$ cat src/rtl/mem_xfer_control.sv
// Hardwired T-step sequencer for instruction fetch and the ld/ldi/st memory-transfer
// instructions; drives the Datapath control strobes one step per clock.
module mem_xfer_control #(
  parameter logic [4:0] OP_LD     = 5'b00000,
  parameter logic [4:0] OP_LDI    = 5'b00001,
  parameter logic [4:0] OP_ST     = 5'b00010,
  parameter logic [4:0] ALU_ADD   = 5'b00011,
  parameter int         CNT_WIDTH = 16
) (
  input  logic                 clk,
  input  logic                 clr,
  input  logic                 run,
  input  logic [31:0]          IR,
  output logic                 PC_out,
  output logic                 IncPC,
  output logic                 PC_enable,
  output logic                 MAR_enable,
  output logic                 Read,
  output logic                 MDR_enable,
  output logic                 MDR_out,
  output logic                 IR_enable,
  output logic                 Gra,
  output logic                 Grb,
  output logic                 BA_out,
  output logic                 R_in,
  output logic                 Y_enable,
  output logic                 C_out,
  output logic                 Z_enable,
  output logic                 ZLow_out,
  output logic                 RAM_write_enable,
  output logic [4:0]           opcode,
  output logic [2:0]           t_step,
  output logic                 busy,
  output logic                 illegal,
  output logic [CNT_WIDTH-1:0] retired
);

  typedef enum logic [3:0] {
    IDLE, F0, F1, F2, E3, E4, E5, E6, E7
  } state_e;

  state_e               state_q, state_d;
  logic [4:0]           op_q, op_d;
  logic [CNT_WIDTH-1:0] retired_q, retired_d;

  logic [4:0] ir_op;
  logic       ir_legal;
  logic       last_step;

  assign ir_op    = IR[31:27];
  assign ir_legal = (ir_op == OP_LD) || (ir_op == OP_LDI) || (ir_op == OP_ST);

  // NOTE: sequential state uses non-blocking assignments so every register
  // samples the pre-edge values of the others.
  always_ff @(posedge clk) begin
    if (clr) begin
      state_q   <= IDLE;
      op_q      <= '0;
      retired_q <= '0;
    end else begin
      state_q   <= state_d;
      op_q      <= op_d;
      retired_q <= retired_d;
    end
  end

  // Next-state, opcode latch and retire counter.
  // NOTE: every always_comb output gets a default first so no path infers a latch.
  always_comb begin
    state_d   = state_q;
    op_d      = op_q;
    last_step = 1'b0;
    unique case (state_q)
      IDLE: if (run) state_d = F0;
      F0:   state_d = F1;
      F1:   state_d = F2;
      F2:   state_d = E3;
      E3: begin
        op_d    = ir_op;
        state_d = ir_legal ? E4 : IDLE;
      end
      E4:   state_d = E5;
      E5: begin
        if (op_q == OP_LDI) begin
          last_step = 1'b1;
          state_d   = run ? F0 : IDLE;
        end else begin
          state_d = E6;
        end
      end
      E6:   state_d = E7;
      E7: begin
        last_step = 1'b1;
        state_d   = run ? F0 : IDLE;
      end
      default: state_d = IDLE;
    endcase
    retired_d = last_step ? retired_q + 1'b1 : retired_q;
  end

  // Strobes depend on the state register only, except E3 which is
  // suppressed when the freshly loaded IR holds an unsupported opcode.
  always_comb begin
    PC_out           = 1'b0;
    IncPC            = 1'b0;
    PC_enable        = 1'b0;
    MAR_enable       = 1'b0;
    Read             = 1'b0;
    MDR_enable       = 1'b0;
    MDR_out          = 1'b0;
    IR_enable        = 1'b0;
    Gra              = 1'b0;
    Grb              = 1'b0;
    BA_out           = 1'b0;
    R_in             = 1'b0;
    Y_enable         = 1'b0;
    C_out            = 1'b0;
    Z_enable         = 1'b0;
    ZLow_out         = 1'b0;
    RAM_write_enable = 1'b0;
    opcode           = '0;
    illegal          = 1'b0;
    unique case (state_q)
      IDLE: ;
      F0: begin
        PC_out     = 1'b1;
        MAR_enable = 1'b1;
        IncPC      = 1'b1;
        PC_enable  = 1'b1;
      end
      F1: begin
        Read       = 1'b1;
        MDR_enable = 1'b1;
      end
      F2: begin
        MDR_out   = 1'b1;
        IR_enable = 1'b1;
      end
      E3: begin
        if (ir_legal) begin
          Grb      = 1'b1;
          BA_out   = 1'b1;
          Y_enable = 1'b1;
        end else begin
          illegal = 1'b1;
        end
      end
      E4: begin
        C_out    = 1'b1;
        Z_enable = 1'b1;
        opcode   = ALU_ADD;
      end
      E5: begin
        ZLow_out = 1'b1;
        if (op_q == OP_LDI) begin
          Gra  = 1'b1;
          R_in = 1'b1;
        end else begin
          MAR_enable = 1'b1;
        end
      end
      E6: begin
        MDR_enable = 1'b1;
        if (op_q == OP_LD) begin
          Read = 1'b1;
        end else begin
          Gra    = 1'b1;
          BA_out = 1'b1;
        end
      end
      E7: begin
        MDR_out = 1'b1;
        if (op_q == OP_LD) begin
          Gra  = 1'b1;
          R_in = 1'b1;
        end else begin
          RAM_write_enable = 1'b1;
        end
      end
      default: ;
    endcase
  end

  always_comb begin
    unique case (state_q)
      F0:      t_step = 3'd0;
      F1:      t_step = 3'd1;
      F2:      t_step = 3'd2;
      E3:      t_step = 3'd3;
      E4:      t_step = 3'd4;
      E5:      t_step = 3'd5;
      E6:      t_step = 3'd6;
      E7:      t_step = 3'd7;
      default: t_step = 3'd0;
    endcase
  end

  assign busy    = (state_q != IDLE);
  assign retired = retired_q;

endmodule

$ cat config.mk
export PLATFORM = sky130hd
export DESIGN_NAME = mem_xfer_control
export DESIGN_NICKNAME = d
export VERILOG_FILES = /design/src/rtl/mem_xfer_control.sv
export SDC_FILE = /design/constraint.sdc
export NUM_CORES = 1
export LEC_CHECK = 0
export ABC_AREA = 1
export ABC_CLOCK_PERIOD_IN_PS = 4400
export BUFFER_PORTS_ARGS = -buffer_cell sky130_fd_sc_hd__buf_2
export CORE_UTILIZATION = 24
export CTS_BUF_LIST = sky130_fd_sc_hd__clkbuf_16
export DETAILED_ROUTE_END_ITERATION = 16
export PLACE_DENSITY = 0.47
export RECOVER_POWER = 100
export SLEW_MARGIN = 5
export SYNTH_ARGS = -nofsm -noshare
export SYNTH_HDL_FRONTEND = slang
export SYNTH_SLANG_ARGS = --single-unit
export TNS_END_PERCENT = 100
$ cat constraint.sdc
create_clock -name clk -period 4.4 [get_ports clk]
set_input_delay 0.22 -clock clk [delete_from_list [all_inputs] [get_ports clk]]
set_output_delay 0.22 -clock clk [all_outputs]
set_load 0.005 [all_outputs]
### After elaboration in Yosys (flattened, before gate mapping)

Memories as Yosys holds them, arrays and structs flattened. A register that Yosys moved wholly into a read port is not among the register bits.
Index checks and enable logic that the tools add are counted.

* $add $sub $neg: 1
* equal/unequal tests: 12
* muxes and demuxes: 29
* reduce and logical (&&, ||, !) cells: 8

Operators by type and width (count)
* 4-bit one-hot mux with 9 select lines: 1
* 16-bit by 1-bit adder with 16-bit output, second input constant: 1
* 4-bit by 3-bit equality test with 1-bit output, second input constant: 4
* 1-bit 2-to-1 mux: 16
* 4-bit 2-to-1 mux: 3
* 5-bit by 1-bit equality test with 1-bit output, second input constant: 2
* 5-bit logical NOT: 2
* 1-bit one-hot mux with 2 select lines: 5
* 4-bit by 2-bit equality test with 1-bit output, second input constant: 2
* 3-bit 2-to-1 mux: 2
* 5-bit by 2-bit equality test with 1-bit output, second input constant: 1
* 4-bit by 1-bit equality test with 1-bit output, second input constant: 1
* 4-bit equality test, second input constant: 1
* 4-bit logical NOT: 1
* 4-bit nonzero test: 1
* 2-bit OR reduction: 2
* 1-bit one-hot mux with 3 select lines: 1
* 1-bit logical OR: 2
* 2-bit 2-to-1 mux: 1
* 2-bit != test, second input constant: 1

* register bits: 25
* memory bits (read-only): 48
* input port bits: 35
* output and inout port bits: 43
* logic and storage cells: 54
* memories kept: 1

Memories
* (no name shown): words 16, bits a word 3, read ports 1, clocked after Yosys merged registers in 1, write ports 0, line 185 `unique case (state_q)`

### Depth between registers and ports, before layout

Gate-level depths: netlist of run 1.

* depth after elaboration: 7
* gate-level depth with buffers: 14
* depth with buffers taken out: 14

### Worst setup path before layout of run 1

Ideal clock, no wire load.

* path kind: flip-flop to flip-flop
* start point: register state_q[1]
* end point: register t_step[1] (netlist name)
* library setup time: 114 ps
* arrival time: 1529 ps
* slack: 2758 ps
* cell stages (with the launch flop): 12
* buffers on the path: 0
* clock period less this slack: 1642 ps
* cell sequence: dfxtp_1 nor2_2 inv_2 nor2_1 inv_1 or2_0 nand3_1 inv_1 ha_1 nand3_1 nand3_1 nand2_1

* longest elaborated chain between the ends: 4
* elaborated cells on any way between the ends: 13
* classes of those cells: 9 x eq/ne; 3 x mux; 1 x reduce/logical

Ends and longest elaborated chain
* from (decl): line 42 `state_e state_q, state_d;`
* from (signal assigned): line 61 `state_q <= state_d;`
* 4-bit equality test (tied with other cells): line 73 `unique case (state_q)`
* 4-bit one-hot mux with 9 select lines or 2-bit != test (tied branches)
* 4-bit 2-to-1 mux (no source line) (*) (2 in a row)

Mark *: on every way between the ends. The rest lies on a longest branch, timed or not.
A chain may end at the register's enable or synchronous reset.

### Worst setup path in the final report of run 1

* start point: register state_q[1]
* end point: register t_step[1] (netlist name)

* longest elaborated chain between the ends: 4
* elaborated cells on any way between the ends: 13
* classes of those cells: 9 x eq/ne; 3 x mux; 1 x reduce/logical

Ends and longest elaborated chain (line)
* 4-bit equality test (tied with other cells): 73
* 4-bit one-hot mux with 9 select lines or 2-bit != test (tied branches)
* 4-bit 2-to-1 mux (no source line) (*) (2 in a row)

Marked as above.

==> flow_summary.ini, run 1 <==
[final_layout]
finalNonFillerCells = 396
diodes = 0
fin_util_pct = 29.1
layout-drive-gt1-share_pct = 18.0
fin_nets = 342
design_area_sq_um = 2010
area_growth_pct = 15.9

[power_and_ir_drop]
power.total_mw = 0.552
combPwrFrac_pct = 14.2
power_frac_seq_pct = 48.0
cell_internal_pwr_mw = 0.410
p_per_area_nw_per_um2 = 274
switchingPower_mw = 0.141
peakVddDrop_uv = 117
clkPwrFrac_pct = 37.8
p_sw_share_pct = 25.6
leakage_nw = 0.988

[yosys]
synth_edf_count = 0
synth_top_area_share_pct = 32.3
yosys.area.top_type = dfxtp_1
syn_area_sq_um = 1740
synthDistinctLibCells = 30
ys_seq_area_share_pct = 32.3
async_flop_share_pct = 0
yosysWarnings = 0
ys_top_cells_by_count = nand2_1 (59), inv_1 (38), dfxtp_1 (28)
syn_avg_cell_area_sq_um = 6.68
syn_inst = 260
synth_flop_cell = dfxtp_1
yosysMostFrequentCell = nand2_1
ys_seq_elements = 28
synth_top_cells_by_area = dfxtp_1 (32%), nand2_1 (13%), inv_1 (8.2%)

[route]
vias = 1646
drtIter0Drc = 62
drc = 0
firstDrtPassIters = 4
avgViaCountPerCell = 4.16
wl_per_cell_um = 10.3
ant_nets = 0
routed_wl_mm = 4.08

[clock_tree]
cts_tree = built
root_buffer = clkbuf_16
numClockSinks = 28
numCtsBuffers = 3
clock_latency_ns = 0.26
postCtsSetupBuffers = 0
max-clock-path-buffers = 2
cts_resized = 0
htree_levels = 1
cts_hold_buf = 0
clk_pin_slew_ns = 0.07

[worst_setup_path]
crit_chain = nor2_1 -> clkinv_1 -> nor2_1 -> nand2_1 -> nand4_1 -> nand3_1 -> inv_1 -> ha_1 -> nand3_1 -> nand3_1 -> nand2_1
cp_num_buf_inv = 2
cp_max_fo = 5
cp_top_family = simple AND/OR/NAND/NOR gates
worstSetupPathType = flip-flop to flip-flop
crit_required_ns = 4.61
worstSetupEndpointType = flip-flop
cp_slowest_stage_delay_ns = 0.33
cp.depth = 11
start_kind = flip-flop
crit_arrival_ns = 2.27
r2r.worst_path.cells = 11
crit_top_cell = nand3_1
cp_slowest_cell = dfxtp_1

[global_route]
grt_pass1_wl_mm = 6.69
antenna_found_initial = 0
grt_usage_pct = 11.1
grt_max_degree = 20
grt-ovfl-total = 0
grt_pass1_vias = 1482

[die]
io_pins = 78
fp.dieH_um = 87.1
dieArea_sq_um = 7580
fp.dieW_um = 87.1
fp.coreArea_sq_um = 6910
num_rows = 30
start_util_pct = 25.1

[timing]
period_share_pct = 46.9
worst_slack_ns = 2.34
layout_min_cycle_time_ns = 2.06
fmax_mhz = 485
slew_headroom_pct = 59.8
fin_setup_tns_ns = 0
whs_ns = 0.209
slew_violations = 0
finalClockSkew_ns = 0.00604
rsz0062_at_grt = false
hold_violations = 0
setup_viol = 0
tightest_slew_ns = 0.602

[placed_design]
dp_hpwl_mm = 3.14
gp_congestion = 0.806
place_ws_ns = 2.41
place_inst = 393
port_buffers = 47
place_area_sq_um = 2010

[flow_run]
max_cap_violations = 0

[min_path]
hp-class = input pin to flip-flop
min_path_cells = 3

[run_status]
outcome = completed
==> state kept, by name (all words and copies together), names as in the netlist <==
name,count
t_step,3
state_q,4
op_q,5
retired,16
==> layout by cell type (no fill, tap or decap), types with 2 or more instances in the layout <==
cell and instances:
nand2_1 63, inv_1 40, buf_2 28, dfxtp_1 28
nor2_1 26, o21ai_0 18, a21oi_1 17, nand3_1 15
clkbuf_1 12, nand4_1 6, clkbuf_2 6, nor3_1 5
ha_1 5, nor2_2 4, inv_2 3, nand2_2 3
conb_1 3, clkbuf_16 3, nand2_4 2, clkinv_1 2
nand3_2 2, xor2_1 2
==> area by class of cell <==
class	instances	area, sq um
timing repair buffer	47	219
tap	96	120
multi-input combinational	176	863
clock buffer	3	75.1
fill	830	4890
sequential	28	561
inverter	46	174
==> worst reg2reg max path: cells and delay by family (launching register included) <==
family,cells,cell delay (ns)
and+or+nand+nor,8,1.22
adders and majority gates,1,0.23
DFF,1,0.33
buffers and inverters,2,0.24
==> cells by family (layout without fill, tap and decap cells) <==
group                    count (synthesis)  in the layout  share of synthesized area (%)
XOR/XNOR                                 2              2                           1.01
other                                    1              3                          0.216
AO/OA/AOI/OAI                           36             36                           10.6
AND/OR/NAND/NOR                        130            130                           37.0
flip-flops                              28             28                           32.3
buffers and inverters                   58             96                           15.3
adder cells (fa/ha/maj)                  5              5                           3.60
==> routing by layer <==
layer	GRT usage [%]	wire length (um)
met1	13.9	2020
met2	19.7	1870
met3	1.61	172
met4	3.18	28
met5	0	0
==> path summary, 6_finish.rpt <==
path	from	end	slack [ns]
min reg2reg	op_q[4]	op_q[4]	0.48
min	IR[30]	op_q[3]	0.21
max reg2reg	state_q[1]	t_step[1]	2.34
max	state_q[1]	t_step[1]	2.34
==> power by group through the flow <==
stage	logic [mW]	registers, mW	clock network (mW)
global placement	0.0851	0.272	0
floorplan	0.0626	0.272	0
global route	0.0922	0.266	0.230
detailed placement	0.0858	0.272	0
CTS	0.0860	0.266	0.216
finish	0.0784	0.265	0.208
Power figures use the tool's default switching activity.
==> run 2: changes to the inputs <==
--- a/config.mk
+++ b/config.mk
@@ -6,7 +6,7 @@
 export NUM_CORES = 1
 export LEC_CHECK = 0
 export ABC_AREA = 1
-export ABC_CLOCK_PERIOD_IN_PS = 4400
+export ABC_CLOCK_PERIOD_IN_PS = 1900
 export BUFFER_PORTS_ARGS = -buffer_cell sky130_fd_sc_hd__buf_2
 export CORE_UTILIZATION = 24
 export CTS_BUF_LIST = sky130_fd_sc_hd__clkbuf_16
==> constraint.sdc (replaced) <==
create_clock -name clk -period 1.9 [get_ports clk]
set_input_delay 0.095 -clock clk [delete_from_list [all_inputs] [get_ports clk]]
set_output_delay 0.095 -clock clk [all_outputs]
set_load 0.005 [all_outputs]
==> flow_summary.ini, run 2 (same netlist as run 1, synthesis figures left out) <==
[global_route]
grt_max_degree = 18
grt_pass1_wl_mm = 7.07
grt_usage_pct = 11.9
grt_pass1_vias = 1561
grt-ovfl-total = 0
antenna_found_initial = 0

[route]
drc = 0
wl_per_cell_um = 10.3
vias = 1696
drtIter0Drc = 35
avgViaCountPerCell = 4.21
firstDrtPassIters = 4
routed_wl_mm = 4.17
ant_nets = 0

[timing]
setup_viol = 0
finalClockSkew_ns = 0.00798
period_share_pct = 90.4
hold_violations = 0
worst_slack_ns = 0.182
fmax_mhz = 582
slew_violations = 0
layout_min_cycle_time_ns = 1.72
whs_ns = 0.0836
fin_setup_tns_ns = 0

[clock_tree]
numClockSinks = 28
htree_levels = 1
cts_tree = built
max-clock-path-buffers = 2
clk_pin_slew_ns = 0.07
root_buffer = clkbuf_16
clock_latency_ns = 0.27
numCtsBuffers = 3
postCtsSetupBuffers = 0
cts_hold_buf = 0

[worst_setup_path]
worstSetupEndpointType = flip-flop
cp_slowest_stage_delay_ns = 0.35
cp_num_buf_inv = 3
worstSetupPathType = flip-flop to flip-flop
cp_max_fo = 5
crit_required_ns = 2.06
start_kind = flip-flop
crit_arrival_ns = 1.88
crit_chain = nor2_2 -> inv_2 -> nor2_1 -> inv_1 -> or2_0 -> nand3_2 -> inv_1 -> ha_1 -> nand3_1 -> nand3_1 -> nand2_1
cp_slowest_cell = dfxtp_1
cp_top_family = simple AND/OR/NAND/NOR gates

[power_and_ir_drop]
peakVddDrop_uv = 286
leakage_nw = 1.03
p_per_area_nw_per_um2 = 624

[die]
start_util_pct = 25.1
num_rows = 30
dieArea_sq_um = 7580
fp.dieH_um = 87.1
fp.coreArea_sq_um = 6910
fp.dieW_um = 87.1
io_pins = 78

[min_path]
hp-class = input pin to flip-flop

[final_layout]
final.fill_count = 795
area_growth_pct = 20.2
multi_input_area_sq_um = 900
fin_util_pct = 30.2
largest_reg_flops = 16
layout-drive-gt1-share_pct = 21.5
diodes = 0
fin_nets = 348
final_common_cell = nand2_1
most-common-layout-cells = nand2_1 (59), inv_1 (39), buf_2 (28)
regArea_sq_um = 562

[placed_design]
place_ws_ns = 0.102
gp_congestion = 0.778
dp_hpwl_mm = 3.23
port_buffers = 47

[flow_run]
max_cap_violations = 0

[run_status]
outcome = completed
-- run 2: path summary, 6_finish.rpt --
kind                   start         to  slack (ns)  depth (start not counted)
hold / removal        IR[30]    op_q[3]        0.08                          3
hold reg to reg      op_q[4]    op_q[4]        0.48                          2
setup reg to reg  state_q[0]  t_step[1]        0.18                         11
setup / recovery  state_q[0]  t_step[1]        0.18                         11
-- run 2: what timing repair did --
item / 4_1_cts / 5_1_grt
setup endpoints to repair: 0 / 3
resized for setup: 0 / 3
hold endpoints to repair: 0 / 0
-- run 2: cell type report --
cell class,instances,share of cell area [%]
multi-input cells,176,43.1
repair buffers,53,12.2
inverters,46,8.33
clock buffers,3,3.59
clock inverters,1,0.180
well taps,96,5.75
flip-flops and latches,28,26.9
-- run 2: metal layers --
layer  global-route usage, %  share of wire [%]
met1                    15.2                 50
met3                    1.61                4.0
met5                       0                  0
met4                    3.64                1.2
met2                    20.6                 45
-- run 2: through the flow --
step / cells / total power, mW / area [sq um]
2_1_floorplan: 262 / 0.774 / 1740
3_3_place_gp: 399 / 0.837 / 2050
3_5_place_dp: 399 / 0.838 / 2050
4_1_cts: 403 / 1.33 / 2130
5_1_grt: 403 / 1.39 / 2090
6_report: 403 / 1.30 / 2090
-- run 2: worst register-to-register path, cell delays in order (launching register included) --
cell and delay (ns):
dfxtp_1 0.35, nor2_2 0.18, inv_2 0.08, nor2_1 0.09, inv_1 0.05, or2_0 0.21
nand3_2 0.13, inv_1 0.06, ha_1 0.27, nand3_1 0.07, nand3_1 0.09, nand2_1 0.05
-- run 2: power by group --
group | internal, mW | total (mW) | switching (mW)
combinational | 0.0758 | 0.199 | 0.123
sequential | 0.604 | 0.617 | 0.0125
clock | 0.283 | 0.488 | 0.206
==> run 3: changes to the inputs <==
==> constraint.sdc (replaced) <==
create_clock -name clk -period 1.9 [get_ports clk]
set_input_delay 0.095 -clock clk [delete_from_list [all_inputs] [get_ports clk]]
set_output_delay 0.095 -clock clk [all_outputs]
set_load 0.1 [all_outputs]
==> flow_summary.ini, run 3 (same netlist as run 1, synthesis figures left out) <==
[final_layout]
fin_nets = 346
most-common-layout-cells = nand2_1 (57), inv_1 (37), nor2_1 (20)
largest_reg_flops = 16
final_common_cell = nand2_1
diodes = 0
layout-drive-gt1-share_pct = 28.2
multi_input_area_sq_um = 961
regArea_sq_um = 572
area_growth_pct = 24.1
fin_util_pct = 31.2
final.fill_count = 809

[route]
ant_nets = 0
drtIter0Drc = 66
drc = 0
routed_wl_mm = 4.10
vias = 1649
wl_per_cell_um = 10.2
avgViaCountPerCell = 4.11
firstDrtPassIters = 4

[power_and_ir_drop]
p_per_area_nw_per_um2 = 751
switchingPower_mw = 0.643
power_frac_seq_pct = 38.2
power.total_mw = 1.62
cell_internal_pwr_mw = 0.977
p_sw_share_pct = 39.7
combPwrFrac_pct = 32.1
clkPwrFrac_pct = 29.7
peakVddDrop_uv = 360
leakage_nw = 1.00

[global_route]
grt_usage_pct = 11.8
grt_pass1_vias = 1509
antenna_found_initial = 0
grt_max_degree = 18
grt_pass1_wl_mm = 7.12
grt-ovfl-total = 0

[clock_tree]
root_buffer = clkbuf_16
max-clock-path-buffers = 2
postCtsSetupBuffers = 0
numClockSinks = 28
numCtsBuffers = 3
clock_latency_ns = 0.26
htree_levels = 1
cts_tree = built
clk_pin_slew_ns = 0.07

[worst_setup_path]
worstSetupEndpointType = primary output
crit_arrival_ns = 1.64
cp_max_fo = 8
worstSetupPathType = flip-flop to primary output
start_kind = flip-flop
crit_required_ns = 1.80

[die]
fp.dieW_um = 87.1
fp.dieH_um = 87.1
fp.coreArea_sq_um = 6910
dieArea_sq_um = 7580
start_util_pct = 25.1
num_rows = 30
io_pins = 78

[placed_design]
port_buffers = 47
gp_congestion = 0.751
place_ws_ns = 0.150
dp_hpwl_mm = 3.26

[timing]
layout_min_cycle_time_ns = 1.74
period_share_pct = 91.4
worst_slack_ns = 0.164
setup_viol = 0
hold_violations = 0
rsz0062_at_grt = false
finalClockSkew_ns = 0.00436
slew_headroom_pct = 21.7
tightest_slew_ns = 1.18
fmax_mhz = 576
slew_violations = 0
whs_ns = 0.102

[run_status]
outcome = completed

[flow_run]
max_cap_violations = 0

[min_path]
hp-class = input pin to flip-flop
[run 3: what timing repair did]
item	in CTS	in global routing
resized for setup	0	3
hold buffers	0	0
setup endpoints to repair	0	3
[run 3: path summary, 6_finish.rpt]
kind / cells past startpoint / to / slack (ns) / start
worst max-delay path: 6 / Grb / 0.16 / state_q[3]
worst min-delay path: 3 / op_q[3] / 0.10 / IR[30]
worst max register to register: 10 / t_step[2] / 0.16 / state_q[1]
worst min register to register: 1 / retired[0] / 0.46 / retired[0]
[run 3: routing by layer]
layer / routed length, um / up-vias / track usage (%)
li1: - / 889 / -
met1: 2050 / 726 / 16.6
met2: 1840 / 32 / 18.4
met3: 177 / 2 / 1.99
met4: 40 / 0 / 3.18
met5: 0 / - / 0
[run 3: cell type report]
cell class                 count  share of cell area [%]
sequential                    28                    26.5
clock inverter                 1                   0.174
inverter                      46                    8.07
timing repair buffer          51                    11.6
tap                           96                    5.57
multi-input combinational    176                    44.6
clock buffer                   3                    3.48
[run 3: power groups by stage]
stage                     combinational, mW  clock (mW)  sequential (mW)
after floorplan                       0.417           0            0.677
after global placement                0.527           0            0.632
after detailed placement              0.527           0            0.632
after CTS                             0.528       0.507            0.618
after global routing                  0.552       0.527            0.621
final                                 0.519       0.481            0.619
[run 3: metrics by stage]
step / TNS (ns) / area, sq um / std cells
after floorplan: -1.32 / 1820 / 262
after global placement: 0 / 2120 / 397
after detailed placement: 0 / 2120 / 397
after CTS: 0 / 2200 / 401
after global routing: 0 / 2160 / 401
final: 0 / 2160 / 401
[run 3: critical path, cell delays in order (launching register included)]
cell	delay, ns
dfxtp_1	0.33
inv_2	0.09
nand2_4	0.10
inv_1	0.08
nand2_1	0.20
nor2_4	0.14
buf_2	0.43
